==> src/rtl/interrupt_controller_pkg.sv <==
// Shared definitions for the interrupt controller: FSM encoding, vector
// width, mask reset value and the fixed-priority helper.
package interrupt_controller_pkg;

    localparam int VEC_W   = 2;
    localparam int MAX_IRQ = 1 << VEC_W;

    // After reset every line is disabled until the CPU writes the mask.
    localparam logic [MAX_IRQ-1:0] MASK_RESET = '1;

    typedef enum logic [1:0] {
        IDLE = 2'd0,
        REQ  = 2'd1,
        SERV = 2'd2
    } ic_state_t;

    // Index of the lowest set bit; bit 0 has the highest priority.
    function automatic logic [VEC_W-1:0] lowest_set(input logic [MAX_IRQ-1:0] bits);
        logic [VEC_W-1:0] idx;
        idx = '0;
        for (int i = MAX_IRQ - 1; i >= 0; i--) begin
            if (bits[i]) begin
                idx = VEC_W'(i);
            end
        end
        return idx;
    endfunction

endpackage

==> src/rtl/interrupt_controller_sync.sv <==
// One request line: a multi-stage synchroniser followed by a history flop.
// irq_edge is high for exactly one cycle per rising level seen after the
// synchroniser, so a line held high produces a single event.
module irq_sync_edge #(
    parameter int SYNC_STAGES = 2
) (
    input  logic clk,
    input  logic reset,
    input  logic irq_raw,
    output logic irq_edge
);

    logic [SYNC_STAGES-1:0] sync_chain;
    logic                   history;

    // Shift the raw line through the synchroniser and remember the last stage.
    always_ff @(posedge clk or negedge reset) begin
        if (!reset) begin
            sync_chain <= '0;
            history    <= 1'b0;
        end else begin
            sync_chain <= {sync_chain[SYNC_STAGES-2:0], irq_raw};
            history    <= sync_chain[SYNC_STAGES-1];
        end
    end

    assign irq_edge = sync_chain[SYNC_STAGES-1] & ~history;

endmodule

==> src/rtl/interrupt_controller.sv <==
// Interrupt controller: synchronises and edge-detects the request lines,
// latches them as pending, applies the CPU mask and fixed priority, and
// runs a single-level ack / end-of-interrupt handshake with the CPU.
module interrupt_controller
    import interrupt_controller_pkg::*;
#(
    parameter int N_IRQ       = 3,
    parameter int SYNC_STAGES = 2
) (
    input  logic             clk,
    input  logic             reset,
    input  logic [N_IRQ-1:0] irq_in,
    input  logic             mask_we,
    input  logic [N_IRQ-1:0] mask_in,
    output logic [N_IRQ-1:0] mask_out,
    output logic [N_IRQ-1:0] pending_out,
    output logic             int_req,
    output logic [VEC_W-1:0] int_vec,
    input  logic             int_ack,
    input  logic             int_eoi,
    output logic             in_service
);

    logic [N_IRQ-1:0] irq_edges;
    logic [N_IRQ-1:0] mask_q;
    logic [N_IRQ-1:0] pending_q;
    logic [N_IRQ-1:0] eligible;
    logic [N_IRQ-1:0] ack_clear;
    logic [VEC_W-1:0] winner;
    logic [VEC_W-1:0] vec_next;
    ic_state_t        state;
    ic_state_t        state_next;

    for (genvar g = 0; g < N_IRQ; g++) begin : g_line
        irq_sync_edge #(
            .SYNC_STAGES(SYNC_STAGES)
        ) u_sync (
            .clk      (clk),
            .reset    (reset),
            .irq_raw  (irq_in[g]),
            .irq_edge (irq_edges[g])
        );
    end

    assign eligible = pending_q & ~mask_q;
    assign winner   = lowest_set(MAX_IRQ'(eligible));

    // Acknowledge only counts while a request is outstanding; it clears the presented line.
    always_comb begin
        ack_clear = '0;
        if (state == REQ && int_ack) begin
            for (int i = 0; i < N_IRQ; i++) begin
                if (int_vec == VEC_W'(i)) begin
                    ack_clear[i] = 1'b1;
                end
            end
        end
    end

    // Pending bits: a new edge wins over a simultaneous acknowledge clear.
    always_ff @(posedge clk or negedge reset) begin
        if (!reset) begin
            pending_q <= '0;
        end else begin
            pending_q <= (pending_q & ~ack_clear) | irq_edges;
        end
    end

    // Mask register, writable in any state; only gates selection, never latching.
    always_ff @(posedge clk or negedge reset) begin
        if (!reset) begin
            mask_q <= MASK_RESET[N_IRQ-1:0];
        end else if (mask_we) begin
            mask_q <= mask_in;
        end
    end

    // Handshake next-state: pick a winner in IDLE, hold the vector in REQ, wait for EOI in SERV.
    always_comb begin
        state_next = state;
        vec_next   = int_vec;
        case (state)
            IDLE: begin
                if (eligible != '0) begin
                    vec_next   = winner;
                    state_next = REQ;
                end
            end
            REQ: begin
                if (int_ack) begin
                    state_next = SERV;
                end
            end
            SERV: begin
                if (int_eoi) begin
                    state_next = IDLE;
                end
            end
            default: begin
                state_next = IDLE;
            end
        endcase
    end

    // State register plus registered CPU-facing outputs decoded from the next state.
    always_ff @(posedge clk or negedge reset) begin
        if (!reset) begin
            state      <= IDLE;
            int_vec    <= '0;
            int_req    <= 1'b0;
            in_service <= 1'b0;
        end else begin
            state      <= state_next;
            int_vec    <= vec_next;
            int_req    <= (state_next == REQ);
            in_service <= (state_next == SERV);
        end
    end

    assign mask_out    = mask_q;
    assign pending_out = pending_q;

endmodule

==> config.mk <==
export PLATFORM = sky130hd
export DESIGN_NAME = interrupt_controller
export DESIGN_NICKNAME = d
export VERILOG_FILES = /design/src/rtl/interrupt_controller_pkg.sv /design/src/rtl/interrupt_controller_sync.sv /design/src/rtl/interrupt_controller.sv
export SDC_FILE = /design/constraint.sdc
export NUM_CORES = 1
export LEC_CHECK = 0
export ABC_AREA = 1
export CORE_UTILIZATION = 45
export CTS_BUF_LIST = sky130_fd_sc_hd__clkbuf_16
export CTS_CLUSTER_SIZE = 14
export DETAILED_ROUTE_END_ITERATION = 10
export PLACE_DENSITY_LB_ADDON = 0.1
export SLEW_MARGIN = 20
export SYNTH_ARGS = -nofsm -noshare
export SYNTH_HDL_FRONTEND = slang
export SYNTH_HIERARCHICAL = 1
export SYNTH_SLANG_ARGS = --single-unit
==> constraint.sdc <==
create_clock -name clk -period 1.4 [get_ports clk]
set_clock_uncertainty 0.1 [all_clocks]
set_input_delay 0.28 -clock clk [delete_from_list [all_inputs] [get_ports clk]]
set_output_delay 0.28 -clock clk [all_outputs]
set_load 0.005 [all_outputs]
After elaboration in Yosys (flattened, before gate mapping)
Index checks and enable logic that the tools add are counted. W data, S select, Z words.

Equality and inequality tests: 6. Muxes and demuxes: 11. Bitwise operators: 11. Reduce and logical (&&, ||, !) cells: 5.

Operators by type and width (number): $mux W2 (6); $and A3 B3 Y3 (2); $eq A2 B1 Y1 const B (3); $eq A2 B2 Y1 const B (3); $not A3 Y3 (2); $pmux W2 S3 (1); $logic_not A2 Y1 (2); $and A1 B1 Y1 (3); $mux W1 (3); $mux W3 (1); $not A1 Y1 (3); $or A3 B3 Y3 (1); $reduce_bool A3 Y1 (1); $reduce_and A2 Y1 (1); $logic_and A1 B1 Y1 (1).

Register bits: 21. Bits of input ports: 11. Output and inout port bits: 10. Logic and storage cells: 45.

Depth between registers and ports, before layout
Depth after elaboration: 6. Depth in mapped cells: 6. Depth with buffers taken out: 6.

Modules after synthesis
The synthesis kept the hierarchy.

By module, submodules not included: interrupt_controller (instances 1, cells each 57, area each 504.2 um2, seq. area each 304.0 um2); irq_sync_edge (instances 3, cells each 5, area each 85.1 um2, seq. area each 75.1 um2).

Least setup slack after synthesis
OpenSTA, ideal clock, no wires.

Path type: reg2reg. From: register mask_q[0] (netlist: mask_out[0]). To: register int_req. Library setup time: 0.127 ns. Arrival: 0.850 ns. Data required time: 1.173 ns. Setup slack: 0.323 ns. Cell stages (with the launch flop): 6. Buffers on the path: 0. Clock period less this slack: 1.077 ns. Path through: dfstp_2 > inv_1 > nand2_1 > nand3_1 > nand2_1 > o21ai_0.

Longest elaborated chain between the ends: 6.

RTL lines: start, declared (line interrupt_controller.sv:25) `logic [N_IRQ-1:0] mask_q;`; start signal, assigned (line interrupt_controller.sv:72) `mask_q <= MASK_RESET[N_IRQ-1:0];`; start signal, assigned (line interrupt_controller.sv:74) `mask_q <= mask_in;`; $not A3 Y3 (line interrupt_controller.sv:45) `assign eligible = pending_q & ~mask_q;`; $and A3 B3 Y3 (line interrupt_controller.sv:45); $reduce_bool A3 Y1 (line interrupt_controller.sv:84) `if (eligible != '0) begin`; $mux W2 (line interrupt_controller.sv:84); $pmux W2 S3 (line interrupt_controller.sv:82) `case (state)`; $eq A2 B1 Y1 (line interrupt_controller.sv:115) `int_req <= (state_next == REQ);`; end signal, assigned (line interrupt_controller.sv:115); end, declared (line interrupt_controller.sv:17) `output logic int_req,`.

No other way between the ends. A chain may end at the register's enable or synchronous reset.

Final worst setup path
From: register mask_q[2] (netlist: mask_out[2]). To: output mask_out[2].

RTL lines: end, declared (line interrupt_controller.sv:15) `output logic [N_IRQ-1:0] mask_out,`.

No word-level cell between the ends.

==> key figures <==
Critical path
  – Crit-path slowest cell: dfstp_2
  – Critical Path RT: 1.02 ns
  – R2r setup slk: 0.21 ns
  – Critical Path Sink Type: output port
  – Largest stage delay on the critical path: 0.52 ns
  – Type of origin of the critical path: register
  – Kind of cell adding the most delay to the critical path: flip-flops
  – WP buf/inv: 1
  – Setup Crit Path Kind: register to output port
  – Critical Path Fanout Max: 2
  – WP data arrival: 0.99 ns
  – Critical Path, Cell by Cell: dlygate4sd2_1

CTS
  – Bufs on Longest Clock Path: 2
  – Total CTS buffers: 3
  – TritonCTS clock tree: yes
  – Reg clk slew, reported paths: 0.05 ns
  – CTS root buffer: clkbuf_16
  – TritonCTS sink count: 21
  – Clock insertion delay at the later pin of the skew report: 0.25 ns
  – H-Tree Depth: 1

Power
  – Psw: 0.000566 W
  – Internal: 0.00140 W
  – Clock group share of total power: 29.2%
  – Peak VDD IR: 0.951 mV
  – Combinational share of power: 28.7%
  – Switching Share: 28.8%
  – Seq pwr share: a little over two fifths
  – Pleak: roughly 0.54 nW
  – Pwr Density: 1800 nW/µm²

Detailed routing
  – Post-route ant nets: 0
  – DRT Wirelength: 1350 µm
  – Via count: 567
  – Routed vias/inst: 4.81
  – Detailed Routing Iterations Pass 1: 4
  – Drt initial violations: 16
  – Drt drc: 0
  – Drt wl/cell: 11.5 µm

Layout
  – Layout cells sized above 1: between 10% and 20%
  – Filler cells: 130
  – Final nets: 114
  – Core Util, Final: 70.9%
  – ANT cells: 0
  – Area Overhead vs Synth: 44.0%

Flow run
  – Max_cap viols: 0

Floorplanning
  – Rows: 14
  – I/O pins: 21
  – Initial core utilization: a little under 50%
  – Die height: 43.1 µm
  – Core area: 1540 µm²
  – Die area: roughly 1900 µm²
  – Die span in x: 43.1 µm

Synthesis
  – Synth warnings: 6
  – Unique masters post-synth: 12
  – Yosys reg bits: 21
  – Mapped Area: 759 µm²
  – Syn_area_per_cell: 10.5 µm²
  – Post-synth net total: 83
  – Cells after Synth: 72
  – Seq/Total Area, Yosys: 69.7%

Placed design
  – HPWL Detailed: 947 µm
  – Gpl congestion: 0.719
  – Port Buffers: 20

Timing
  – Period utilization: between 90 and 100%
  – Fin Setup TNS: 0 ns
  – RSZ-0062 raised after global routing: no
  – Setup Viol. Count Final: 0
  – Peak Freq: 728 MHz
  – Slew of the pin with the lowest slew margin: 0.290 ns
  – Worst Hold Slack: around 0.25 ns
  – Max-slew violations: 0
  – Fin crit period: 1.37 ns
  – Max-slew headroom: 80.5%
  – Final Hold Viols: 0

Global routing
  – Grt ovf: 0
  – Pin count of the biggest net entering global routing: 12
  – Total Routing Usage GR: 17.7%
  – Initial antenna violation count: 0
  – Global-route wire length before repair: 2360 µm
  – Number of global-route vias before repair: between 500 and 600

Hold path
  – Path type of the worst min-delay path: input port to async pin

Status
  – Status: completed
==> state kept, by name, indices dropped and copies added, names as in the netlist <==
| register | cells |
|---|---|
| g_line.u_sync/sync_chain | 6 |
| in_service | 1 |
| g_line.u_sync/history | 3 |
| int_req | 1 |
| mask_out | 3 |
| int_vec | 2 |
| state | 2 |
| pending_out | 3 |
==> cell families after synthesis <==
kind of cell / after synthesis / synth area share (%)
simple gates: 28 / 16.6
flops: 21 / 69.7
buf+inv: 13 / 6.42
compound gates: 10 / 7.25
==> cell usage in the layout (no fill, tap or decap) <==
cell type and instances:
buf_4 6, clkbuf_16 3, clkdlybuf4s15_1 2, clkdlybuf4s50_1 10
dfrtp_1 18, dfstp_2 3, dlygate4sd2_1 8, inv_1 13
inv_2 1, nand2_1 20, nand3_1 2, nand3_2 1
nand4_1 1, nor2_2 4, o21ai_0 4, o21ai_1 4
o31ai_1 2
==> path summary, 6_finish.rpt <==
check | startpoint | endpoint | depth (start not counted)
min in group clk | g_line[2].u_sync/sync_chain[0]$_DFF_PN0_ | g_line[2].u_sync/sync_chain[1]$_DFF_PN0_ | 0
worst min register to register | g_line[2].u_sync/sync_chain[0]$_DFF_PN0_ | g_line[2].u_sync/sync_chain[1]$_DFF_PN0_ | 0
worst max-delay path | mask_out[2]$_DFFE_PN1P_ | mask_out[2] | 1
worst min-delay path | reset | pending_out[0]$_DFF_PN0_ | 2
max in group asynchronous | reset | mask_out[1]$_DFFE_PN1P_ | 2
worst max register to register | mask_out[0]$_DFFE_PN1P_ | state[0]$_DFF_PN0_ | 5
==> per-layer routing <==
| metal | part of all wire, % | track usage, % |
|---|---|---|
| met4 | 0.74 | 7.27 |
| met5 | 0 | 0 |
| met1 | 44 | 23.9 |
| met2 | 49 | 27.8 |
| met3 | 6.1 | 3.83 |
==> layout make-up <==
cell class	instances	area [µm²]	share of cell area, %
sequential	21	529	48.4
timing repair buffer	26	235	21.5
multi-input combinational	38	181	16.6
clock buffer	3	75.1	6.86
inverter	13	48.8	4.46
tap	16	20.0	1.83
clock inverter	1	3.75	0.343
==> repair_timing <==
item	in CTS	in global routing
gates resized for setup	10	2
setup buffers	4	0
endpoints found under the setup margin	10	2
hold buffers	0	0
==> synthesized netlist by cell type, drive strengths merged <==
cell type,instances,share of area (%)
nand2,20,9.9
dfrtp,18,59
inv,13,6.4
o21ai,8,5.3
nor2,4,3.3
dfstp,3,10
nand3,3,2.6
o31ai,2,2.0
nand4,1,0.82
==> stage by stage <==
| step | setup slack, ns | power, W | instance area (µm²) | cells |
|---|---|---|---|---|
| floorplan | 0.323 | 0.00110 | 759 | 72 |
| global placement | 0.0322 | 0.00138 | 995 | 110 |
| detailed placement | 0.0259 | 0.00139 | 995 | 110 |
| CTS | 0.0203 | 0.00198 | 1090 | 118 |
| global route | 0.00197 | 0.00209 | 1090 | 118 |
| finish | 0.0270 | 0.00197 | 1090 | 118 |
==> power by group through the flow <==
stage	logic (W)	clock network [W]	registers [W]
after CTS	0.000567	0.000586	0.000829
after global placement	0.000522	0	0.000857
final	0.000564	0.000574	0.000831
after detailed placement	0.000533	0	0.000861
after global routing	0.000639	0.000608	0.000842
after floorplan	0.000247	0	0.000857
No activity file was read; power rests on OpenSTA's default activity.
